File: config.mk
export PLATFORM = sky130hd
export DESIGN_NAME = compound_initiator_flat
export DESIGN_NICKNAME = d
export VERILOG_FILES = /design/src/rtl/compound_initiator_pkg.sv /design/src/rtl/compound_initiator_if.sv /design/src/rtl/compound_fifo.sv /design/src/rtl/compound_initiator.sv /design/src/flat_wrapper.sv
export SDC_FILE = /design/constraint.sdc
export NUM_CORES = 1
export LEC_CHECK = 0
export BUFFER_PORTS_ARGS = -buffer_cell sky130_fd_sc_hd__buf_2
export CORE_ASPECT_RATIO = 0.7
export CORE_MARGIN = 1
export CORE_UTILIZATION = 55
export DETAILED_ROUTE_END_ITERATION = 16
export GPL_TIMING_DRIVEN = 0
export PLACE_DENSITY = 0.86
export SETUP_SLACK_MARGIN = 0.5
export SLEW_MARGIN = 20
export SYNTH_ARGS = -nofsm -noshare
export SYNTH_HDL_FRONTEND = slang
export SYNTH_HIERARCHICAL = 1
export SYNTH_SLANG_ARGS = --single-unit
File: constraint.sdc
create_clock -name clk -period 7.5 [get_ports clk]
set_input_delay 0.375 -clock clk [delete_from_list [all_inputs] [get_ports clk]]
set_output_delay 0.375 -clock clk [all_outputs]
set_load 0.05 [all_outputs]
File: src/rtl/compound_initiator_pkg.sv
// Shared types for the CompoundType blocking-port handshake.
//   top_level_types          : CompoundType payload and its mode enum, shared
//                              with the responder side.
//   compound_initiator_types : initiator FSM sections, req_out reset value and
//                              the message generator helper.
package top_level_types;

  typedef enum logic {
    read  = 1'b0,
    write = 1'b1
  } mode_e;

  typedef struct packed {
    mode_e       mode;
    logic [31:0] x;
    logic        y;
  } CompoundType;

endpackage

package compound_initiator_types;
  import top_level_types::*;

  typedef enum logic [1:0] {
    section_idle,
    section_run,
    section_drain
  } Sections;

  localparam CompoundType REQ_OUT_RST = '{mode: read, x: 32'd0, y: 1'b0};

  // Message k: even k writes, odd k reads, y mirrors bit 1 of k.
  // Only the two low bits of k matter, so the caller passes those alone.
  function automatic CompoundType msg_at(input logic [1:0] k_lo, input logic [31:0] x);
    CompoundType m;
    m.mode = k_lo[0] ? read : write;
    m.x    = x;
    m.y    = k_lo[1];
    return m;
  endfunction

endpackage

File: src/rtl/compound_initiator_if.sv
// Handshake bundle between compound_initiator and its responder.
//   req_out / req_out_notify / req_out_sync : request channel (initiator -> peer)
//   rsp_in  / rsp_in_sync   / rsp_in_notify : response channel (peer -> initiator)
// A transfer happens on a rising edge where notify and sync are both high.
// Modports: master = initiator side, slave = responder side.
interface compound_initiator_if;
  import top_level_types::*;

  CompoundType req_out;
  logic        req_out_sync;
  logic        req_out_notify;
  CompoundType rsp_in;
  logic        rsp_in_sync;
  logic        rsp_in_notify;

  modport master (
    output req_out, req_out_notify, rsp_in_notify,
    input  req_out_sync, rsp_in, rsp_in_sync
  );

  modport slave (
    input  req_out, req_out_notify, rsp_in_notify,
    output req_out_sync, rsp_in, rsp_in_sync
  );

endinterface

File: src/rtl/compound_fifo.sv
// Expected-response FIFO for compound_initiator.
// Ports: clk, rst (async, active-high), push/din, pop/dout (head, valid when
// not empty), count, full, empty. Simultaneous push and pop keeps count.
// DEPTH must be a power of two so the pointers wrap naturally.
// STORE=0 keeps only occupancy; dout then reads as zero.
module compound_fifo #(
  parameter int DEPTH = 4,
  parameter int W     = 1,
  parameter bit STORE = 1'b1
) (
  input  logic                     clk,
  input  logic                     rst,
  input  logic                     push,
  input  logic [W-1:0]             din,
  input  logic                     pop,
  output logic [W-1:0]             dout,
  output logic [$clog2(DEPTH):0]   count,
  output logic                     full,
  output logic                     empty
);
  localparam int AW = $clog2(DEPTH);

  logic [AW-1:0] wp, rp;
  logic [AW:0]   cnt;

  always_ff @(posedge clk or posedge rst) begin
    if (rst) begin
      wp  <= '0;
      rp  <= '0;
      cnt <= '0;
    end else begin
      if (push) wp <= wp + 1'b1;
      if (pop)  rp <= rp + 1'b1;
      case ({push, pop})
        2'b10:   cnt <= cnt + 1'b1;
        2'b01:   cnt <= cnt - 1'b1;
        default: cnt <= cnt;
      endcase
    end
  end

  assign count = cnt;
  assign full  = (cnt == (AW+1)'(DEPTH));
  assign empty = (cnt == '0);

  generate
    if (STORE) begin : g_mem
      logic [W-1:0] mem [DEPTH];
      always_ff @(posedge clk) begin
        if (push) mem[wp] <= din;
      end
      assign dout = mem[rp];
    end else begin : g_nomem
      logic unused_din;
      assign unused_din = ^din;
      assign dout = '0;
    end
  endgenerate

endmodule

File: src/rtl/compound_initiator.sv
// Request-side peer for the CompoundType blocking-port handshake.
// Generates messages 0..N-1 on bus.req_out and consumes the matching
// responses on bus.rsp_in with up to DEPTH requests outstanding.
// Ports: clk, rst (async, active-high), start/num_msgs/x_seed (run request),
//        bus (compound_initiator_if.master), busy, done (1-cycle pulse),
//        err_count (saturating response mismatches of the last run).
// Build option: COMPOUND_INITIATOR_CHECK_EN enables field-by-field response
// checking; without it the FIFO tracks occupancy only and err_count is 0.
module compound_initiator
  import top_level_types::*;
  import compound_initiator_types::*;
#(
  parameter int DEPTH = 4,
  parameter int CNT_W = 16
) (
  input  logic                 clk,
  input  logic                 rst,
  input  logic                 start,
  input  logic [CNT_W-1:0]     num_msgs,
  input  logic [31:0]          x_seed,
  compound_initiator_if.master bus,
  output logic                 busy,
  output logic                 done,
  output logic [CNT_W-1:0]     err_count
);
  localparam int PW = $bits(CompoundType);
  localparam logic [CNT_W-1:0] ONE = CNT_W'(1);

  Sections          state, state_nxt;
  logic             done_nxt, run_start;
  logic [CNT_W-1:0] n_msgs, sent, rcvd, sent_inc;
  CompoundType      req_q;
  logic             req_xfer, rsp_xfer, req_vld, rsp_rdy;
  logic             fifo_full, fifo_empty;
  logic [PW-1:0]    fifo_head;
  logic [$clog2(DEPTH):0] unused_fifo_count;

`ifdef COMPOUND_INITIATOR_CHECK_EN
  localparam bit STORE = 1'b1;
`else
  localparam bit STORE = 1'b0;
`endif

  // Notifies are pure functions of registered state, so they only move on edges.
  assign req_vld  = (state == section_run) && (sent < n_msgs) && !fifo_full;
  assign rsp_rdy  = !fifo_empty;
  assign req_xfer = req_vld && bus.req_out_sync;
  assign rsp_xfer = rsp_rdy && bus.rsp_in_sync;
  assign sent_inc = sent + ONE;

  assign bus.req_out        = req_q;
  assign bus.req_out_notify = req_vld;
  assign bus.rsp_in_notify  = rsp_rdy;
  assign busy               = (state != section_idle);

  compound_fifo #(.DEPTH(DEPTH), .W(PW), .STORE(STORE)) u_fifo (
    .clk   (clk),
    .rst   (rst),
    .push  (req_xfer),
    .din   (req_q),
    .pop   (rsp_xfer),
    .dout  (fifo_head),
    .count (unused_fifo_count),
    .full  (fifo_full),
    .empty (fifo_empty)
  );

  always_ff @(posedge clk or posedge rst) begin
    if (rst) state <= section_idle;
    else     state <= state_nxt;
  end

  always_comb begin
    state_nxt = state;
    done_nxt  = 1'b0;
    run_start = 1'b0;
    case (state)
      section_idle: begin
        if (start) begin
          if (num_msgs == '0) begin
            done_nxt = 1'b1;
          end else begin
            run_start = 1'b1;
            state_nxt = section_run;
          end
        end
      end
      section_run: begin
        if (req_xfer && (sent_inc == n_msgs)) state_nxt = section_drain;
      end
      section_drain: begin
        // The last push always precedes the last pop, so completion is only
        // ever observed here.
        if (rsp_xfer && ((rcvd + ONE) == n_msgs)) begin
          done_nxt  = 1'b1;
          state_nxt = section_idle;
        end
      end
      default: state_nxt = section_idle;
    endcase
  end

  always_ff @(posedge clk or posedge rst) begin
    if (rst) begin
      n_msgs <= '0;
      sent   <= '0;
      rcvd   <= '0;
      req_q  <= REQ_OUT_RST;
      done   <= 1'b0;
    end else begin
      done <= done_nxt;
      if (run_start) begin
        n_msgs <= num_msgs;
        sent   <= '0;
        rcvd   <= '0;
        req_q  <= msg_at(2'b00, x_seed);
      end else begin
        // After the last push the register holds message N, which is never
        // offered because sent == N drops notify.
        if (req_xfer) begin
          sent  <= sent_inc;
          req_q <= msg_at(sent_inc[1:0], req_q.x + 32'd1);
        end
        if (rsp_xfer) rcvd <= rcvd + ONE;
      end
    end
  end

`ifdef COMPOUND_INITIATOR_CHECK_EN
  logic [CNT_W-1:0] err_q;
  always_ff @(posedge clk or posedge rst) begin
    if (rst) begin
      err_q <= '0;
    end else if (run_start) begin
      err_q <= '0;
    end else if (rsp_xfer && (bus.rsp_in != CompoundType'(fifo_head)) && (err_q != '1)) begin
      err_q <= err_q + ONE;
    end
  end
  assign err_count = err_q;
`else
  logic unused_chk;
  assign unused_chk = ^{bus.rsp_in, fifo_head};
  assign err_count  = '0;
`endif

endmodule

File: src/flat_wrapper.sv
// flat-port wrapper written by rule: the top's interface ports become plain ports
module compound_initiator_flat import top_level_types::*; import compound_initiator_types::*;
#(
  parameter int DEPTH = 4,
  parameter int CNT_W = 16
)
  (clk, rst, start, num_msgs, x_seed, busy, done, err_count, bus_req_out, bus_req_out_notify, bus_rsp_in_notify, bus_req_out_sync, bus_rsp_in, bus_rsp_in_sync);
  compound_initiator_if bus_i ();
  input  logic clk;
  input  logic rst;
  input  logic start;
  input  logic [CNT_W-1:0] num_msgs;
  input  logic [31:0] x_seed;
  output logic busy;
  output logic done;
  output logic [CNT_W-1:0] err_count;
  output wire logic [$bits(bus_i.req_out)-1:0] bus_req_out;
  output wire logic [$bits(bus_i.req_out_notify)-1:0] bus_req_out_notify;
  output wire logic [$bits(bus_i.rsp_in_notify)-1:0] bus_rsp_in_notify;
  input wire logic [$bits(bus_i.req_out_sync)-1:0] bus_req_out_sync;
  input wire logic [$bits(bus_i.rsp_in)-1:0] bus_rsp_in;
  input wire logic [$bits(bus_i.rsp_in_sync)-1:0] bus_rsp_in_sync;
  assign bus_req_out = bus_i.req_out;
  assign bus_req_out_notify = bus_i.req_out_notify;
  assign bus_rsp_in_notify = bus_i.rsp_in_notify;
  assign bus_i.req_out_sync = bus_req_out_sync;
  assign bus_i.rsp_in = bus_rsp_in;
  assign bus_i.rsp_in_sync = bus_rsp_in_sync;
  compound_initiator #(.DEPTH(DEPTH), .CNT_W(CNT_W)) u_core (.clk(clk), .rst(rst), .start(start), .num_msgs(num_msgs), .x_seed(x_seed), .bus(bus_i), .busy(busy), .done(done), .err_count(err_count));
endmodule
==> impl_summary.log, run 1 <==
[metrics] terminus of the critical flop-to-flop path: u_core/u_fifo/count[2]
[metrics] vias per cell: 6.03
[metrics] worst hold path type: in2reg
[metrics] count of warnings emitted by yosys: 6
[metrics] antenna violations before repair: 0
[metrics] overall power: 1740 uW
[metrics] detailed-route via count: approximately 5600
[metrics] met1 wire length: ~7000 um
[metrics] antenna-violating nets left: 0
[metrics] worst slew slack as a fraction of its limit: 21.6%
[metrics] detailed placement HPWL: 12500 um
[metrics] total congestion overflow after global routing: 0
[metrics] first-pass GRT wire length: approximately 26000 um
[metrics] routed wire length per instance: 18.0 um
[metrics] total clock sinks: 87
[metrics] Min-Delay Path Depth: 3
[metrics] CP Launch Type: flip-flop
[metrics] peak supply drop: 201 uV
[metrics] overall routed net length: 16700 um
[metrics] Port-buffer cells: 90
[metrics] placer's final routability congestion estimate: approximately 0.93
[metrics] Routed met3 length: 1990 um
[metrics] measured slew at the worst slew-check pin: roughly 1.2 ns
[metrics] maximum root-to-sink buffer count: 2
[metrics] effective utilization at floorplan: slightly below 60%
[metrics] TritonCTS clock tree: yes
[metrics] fill cell count: 800
[metrics] hold violation total from the final report: 0
[metrics] DRC: 0
[metrics] number of maximum-capacitance violations: 0
[metrics] Syn Area/Cell: 8.46 um2
[metrics] Setup Crit Path Kind: reg2reg
[metrics] length of routed met2 wiring: around 7500 um
[metrics] hold_sp: x_seed[9]
[metrics] final standard cell utilization of the core: 68.9%
[metrics] PnR worst setup slack: 3.62 ns
[metrics] total negative slack: 0 ns
[metrics] First DRT Iteration DRCs: 549
[metrics] Worst Setup End Kind: flip-flop
[metrics] data arrival at the endpoint of the critical path: 4.10 ns
[metrics] vias in the first global route: about 5200
[metrics] clock transition at the register clock pins on the worst setup and hold paths after CTS: 0.06 ns
[metrics] area post-placement: 6440 um2
[metrics] level count of the clock H-tree: 3
[metrics] pin count of the biggest net entering global routing: between 50 and 60
[metrics] setup slack on the worst flop-to-flop path: between 3 and 4 ns
[metrics] top-level port count: 141
[metrics] gr usage total: 31.9%
[metrics] floorplan die width: 124 um
[metrics] area of the mapped netlist: about 5700 um2
[metrics] Leakage: 0.00310 uW
[metrics] Highest Clock Rate: 258 MHz
[metrics] final net count: ~900
[metrics] synthesized netlist cell count: 679
[metrics] die area: 10900 um2
[metrics] synth-to-layout area growth: 18.8%
[metrics] final max-slew violation count: 0
[metrics] final-report setup violation count: 0
[metrics] Core Rows: 30
[metrics] data required time at the worst endpoint: 7.72 ns
[metrics] clock root buffer: clkbuf_16
[metrics] Chip Height: ~90 um
[metrics] clock buffers created by TritonCTS: 9
[metrics] startpoint of the worst-slack reg-to-reg timing path: u_core/n_msgs[9]
[metrics] setup repair after global routing missed its margin: false
[metrics] share of the clock period used by the worst path after layout: 51.7%
[metrics] run status: complete, no violations
[metrics] clock period minus final worst setup slack: 3.88 ns
[metrics] Std-Cell Core Area: 9910 um2
[metrics] Placement Setup Slack: 3.74 ns
[metrics] maximum fanout along the worst path: 10
[metrics] power per cell area: between 200 and 300 nW/um2
[metrics] final non-filler cell area: a little under 7000 um2
[metrics] number of diodes added for antenna fixing: 0
[metrics] worst clock skew: between 0.007 and 0.008 ns
[metrics] Register-to-Register Path Depth: 15
[metrics] clock insertion delay at the later pin of the skew report: around 0.34 ns
[metrics] ratio of cells with drive above 1 in the final layout: between 10% and 20%
[metrics] quantity of gates resized following cts: 0
[metrics] highest routing layer actually used: met4
[metrics] number of search-and-repair iterations in the first detailed-routing pass: 7
[metrics] endpoint of the worst hold-timing path: u_core/bus.req_out[10]
-- per-layer routing --
layer,vias to the layer above,global-route usage (%)
met5,-,0
met4,0,8.98
met3,27,9.16
met2,345,47.4
met1,2641,45.4
li1,2599,-
-- placed cells by master, fill, tap and decap left out, drive strengths merged, types with 2 or more instances in the layout --
| master | count |
|---|---|
| conb | 16 |
| a21o | 2 |
| and2 | 6 |
| nand2b | 4 |
| a31oi | 8 |
| o21ai | 54 |
| a21oi | 34 |
| clkinv | 2 |
| o31ai | 4 |
| nand4 | 21 |
| or2 | 2 |
| xor2 | 27 |
| and3 | 13 |
| o2111ai | 2 |
| a211oi | 6 |
| dfrtp | 87 |
| o22ai | 2 |
| a311oi | 5 |
| o21a | 2 |
| bufinv | 4 |
| clkbuf | 39 |
| a41oi | 2 |
| nand2 | 69 |
| nand3 | 29 |
| xnor2 | 46 |
| nor3b | 2 |
| a22o | 2 |
| o221a | 2 |
| buf | 110 |
| nor4 | 17 |
| ha | 20 |
| inv | 41 |
| and4 | 10 |
| nor3 | 20 |
| or3 | 16 |
| nor2 | 54 |
| mux2i | 6 |
-- final cells by class --
cell class	instances	area (um2)	share of cell area, %
Buffer	47	241	3.54
Tap cell	128	160	2.35
Multi-Input combinational cell	518	3230	47.3
Inverter	42	160	2.35
Timing Repair Buffer	92	488	7.15
Sequential cell	87	2180	31.9
Clock buffer	11	243	3.56
Clock inverter	5	129	1.89
-- where the power goes --
part | internal (uW) | leakage, uW | switching, uW
Combinational | 179 | 0.00185 | 399
Sequential | 532 | 0.00106 | 72.8
Clock | 369 | 0.000180 | 187
-- state kept, by name, summed over array words and instances, names as in the netlist --
register,count
u_core/state,2
u_core/done,1
u_core/n_msgs,16
u_core/u_fifo/count,3
u_core/bus.req_out,33
u_core/rcvd,16
u_core/sent,16
-- how the worst max path moves through the flow --
stage	from	endpoint	slack, ns
6_report	u_core/n_msgs[9]	u_core/u_fifo/count[2]	3.62
2_1_floorplan	u_core/n_msgs[9]	u_core/u_fifo/count[2]	4.52
5_1_grt	u_core/n_msgs[9]	u_core/u_fifo/count[2]	3.33
3_5_place_dp	u_core/n_msgs[9]	u_core/u_fifo/count[2]	3.74
3_3_place_gp	u_core/n_msgs[9]	u_core/u_fifo/count[2]	3.87
4_1_cts	u_core/n_msgs[9]	u_core/u_fifo/count[2]	3.72
-- worst max-delay path: stages (launching register included) --
cell and delay [ns]:
dfrtp_1 0.46, inv_1 0.12, ha_1 0.33, a21oi_1 0.13, o21ai_0 0.16, o311ai_1 0.58, nand2_1 0.36, inv_1 0.15
clkbuf_1 0.47, inv_1 0.11, ha_1 0.25, inv_1 0.08, fa_1 0.19, xor2_1 0.14, nor2_1 0.06, xor2_1 0.15
-- timing repair --
action                                 4_1_cts  5_1_grt
endpoints found under the hold margin        3        0
setup buffers                                0        0
hold buffers                                 1        0
-- stage by stage --
| stage | hold WS [ns] | cells |
|---|---|---|
| finish | 0.245 | 930 |
| floorplan | 0.129 | 694 |
| CTS | 0.241 | 930 |
| detailed placement | 0.280 | 913 |
| global route | 0.263 | 930 |
| global placement | 0.246 | 912 |
(Power assumes the default switching activity.)
==> inputs of run 2 (changes only) <==
- clock period: 7.5 -> 3.75 ns (I/O delays scaled with it)
==> run 2 against run 1 <==
Effect of this change:
- critical path depth is the same
- power grew 100%
- sequential cell count is the same
- non-clock buffer count grew 6
- die area is the same
- worst hold slack lost 0.19 ns
- global-route usage grew 0.071 points
- highest routed layer unchanged
- setup slack lost 3.0 ns
- clock power grew 100%
==> impl_summary.log, run 2 (synthesized netlist as in run 1, its figures left out) <==
[metrics] final standard cell utilization of the core: 69.6%
[metrics] number of search-and-repair iterations in the first detailed-routing pass: 6
[metrics] die area: 10900 um2
[metrics] Highest Clock Rate: ~320 MHz
[metrics] Core Rows: 30
[metrics] pin count of the biggest net entering global routing: 55
[metrics] cell with the biggest individual delay on the critical path: dfrtp_1
[metrics] clock period minus final worst setup slack: 3.12 ns
[metrics] peak supply drop: 403 uV
[metrics] share of the clock period used by the worst path after layout: ~83%
[metrics] number of flip-flops under the largest register name: 33
[metrics] level count of the clock H-tree: 3
[metrics] Setup Crit Path Kind: reg2reg
[metrics] setup slack on the worst flop-to-flop path: 0.63 ns
[metrics] clock root buffer: clkbuf_16
[metrics] maximum root-to-sink buffer count: 2
[metrics] number of cells on the critical path: 15
[metrics] most frequent standard cell in the layout excluding fill and tap cells: buf_2
[metrics] First DRT Iteration DRCs: between 700 and 800
[metrics] DRC: 0
[metrics] antenna-violating nets left: 0
[metrics] Std-Cell Core Area: 9910 um2
[metrics] cell repeated most along the worst path: inv_1
[metrics] Placed Instances: 913
[metrics] power per cell area: ~510 nW/um2
[metrics] total congestion overflow after global routing: 0
[metrics] launching element of the worst setup path: u_core/sent[13]
[metrics] Cell Count, Final, Fillers Out: 936
[metrics] CP Launch Type: flip-flop
[metrics] Min-Delay Path Depth: 3
[metrics] top-level port count: 141
[metrics] Leakage: 0.00312 uW
[metrics] setup repair after global routing missed its margin: true
[metrics] number of diodes added for antenna fixing: 0
[metrics] worst clock skew: 0.00809 ns
[metrics] clock buffers created by TritonCTS: 9
[metrics] first-pass GRT wire length: roughly 26000 um
[metrics] worst stage delay on the critical path: 0.48 ns
[metrics] final max-slew violation count: 0
[metrics] run status: complete, no violations
[metrics] terminus of the critical flop-to-flop path: u_core/u_fifo/count[2]
[metrics] total clock sinks: 87
[metrics] clock transition at the register clock pins on the worst setup and hold paths after CTS: ~0.060 ns
[metrics] end point of the critical path: u_core/u_fifo/count[2]
[metrics] hold violation total from the final report: 0
[metrics] overall power: 3520 uW
[metrics] Worst Setup End Kind: flip-flop
[metrics] final-report setup violation count: 0
[metrics] hold_sp: x_seed[11]
[metrics] effective utilization at floorplan: just under 60%
[metrics] cell-by-cell listing of the critical path: ha_1 -> a21o_1 -> a21oi_2 -> o21ai_4 -> nor2_1 -> nand2_2 -> inv_1 -> clkbuf_4 -> inv_1 -> ha_1 -> inv_1 -> fa_1 -> xor2_1 -> nor2_1 -> xor2_1
[metrics] placer's final routability congestion estimate: 0.930
[metrics] Port-buffer cells: 90
[metrics] maximum fanout along the worst path: 10
[metrics] gr usage total: approximately a third
[metrics] final net count: 911
[metrics] routed wire length per instance: about 18 um
[metrics] startpoint of the worst-slack reg-to-reg timing path: u_core/sent[13]
[metrics] Chip Height: 87.5 um
[metrics] TritonCTS clock tree: yes
[metrics] floorplan die width: 124 um
[metrics] Register-to-Register Path Depth: 15
[metrics] worst hold path type: in2reg
[metrics] synth-to-layout area growth: 20.1%
[metrics] antenna violations before repair: 0
[metrics] overall routed net length: 16900 um
[metrics] vias per cell: 6.09
[metrics] data arrival at the endpoint of the critical path: 3.37 ns
[metrics] vias in the first global route: roughly 5200
[metrics] worst slew slack as a fraction of its limit: 45.2%
[metrics] buffering stage count on the worst path with inverters included: 4
[metrics] detailed placement HPWL: 12500 um
[metrics] number of maximum-capacitance violations: 0
[metrics] highest-count cells in the layout ignoring fill and taps: buf_2 (91), dfrtp_1 (86), nand2_1 (68)
[metrics] measured slew at the worst slew-check pin: 0.815 ns
[metrics] ratio of cells with drive above 1 in the final layout: 18.7%
[metrics] delay-heaviest family, CP: adder cells
[metrics] clock insertion delay at the later pin of the skew report: 0.34 ns
[metrics] detailed-route via count: 5700
[metrics] data required time at the worst endpoint: 4.00 ns
run 2: changes by cell type in the layout (fill, tap and decap cells not counted), sizes merged:
cell / before / now
buf: 110 / 116
run 2: repair_timing:
action                                  4_1_cts  5_1_grt
pin swaps                                     2        3
endpoints found under the hold margin        33        0
endpoints found under the setup margin        3        6
gates resized for setup                       6        6
setup buffers                                 1        5
cloned                                        0        0
hold buffers                                  1        0
run 2: cell type report:
| cell class | instances | area [um2] |
|---|---|---|
| multi-input cells | 518 | 3250 |
| fillers | 788 | 3010 |
| flip-flops and latches | 87 | 2180 |
| repair buffers | 98 | 533 |
| plain buffers | 47 | 245 |
| clock buffers | 11 | 243 |
| inverters | 42 | 160 |
| well taps | 128 | 160 |
| clock inverters | 5 | 129 |
run 2: metrics by stage:
stage	setup slack, ns	TNS [ns]	area, um2	hold slack [ns]
global placement	0.124	0	6410	0.0584
CTS	0.511	0	6850	0.0532
detailed placement	-0.0104	-0.0104	6440	0.0923
global route	0.498	0	6900	0.0754
floorplan	0.765	0	5800	-0.0589
finish	0.632	0	6900	0.0594
run 2: per-layer routing:
metal	share of wire (%)	wire, um	track usage (%)	vias to the layer above
met5	0	0	0	-
met4	1.3	212	8.33	0
met3	11	1900	9.03	32
met2	45	7650	47.7	338
met1	42	7100	45.6	2720
li1	-	-	-	2610
run 2: worst min path at each step:
stage	to	slack, ns
5_1_grt	u_core/bus.req_out[30]	0.08
3_3_place_gp	u_core/u_fifo/count[0]	0.06
2_1_floorplan	u_core/u_fifo/count[0]	-0.06
3_5_place_dp	u_core/u_fifo/count[0]	0.09
4_1_cts	u_core/bus.req_out[12]	0.05
6_report	u_core/bus.req_out[12]	0.06
run 2: worst min-delay path, delay by kind of cell:
kind	cells	cell delay (ns)
simple gates	1	0.04
buf+inv	1	0.08
compound gates	1	0.06
run 2: power by group:
| group | internal [uW] | leakage [uW] | switching, uW |
|---|---|---|---|
| Clock | 738 | 0.000180 | 375 |
| Combinational | 385 | 0.00188 | 812 |
| Sequential | 1060 | 0.00106 | 147 |
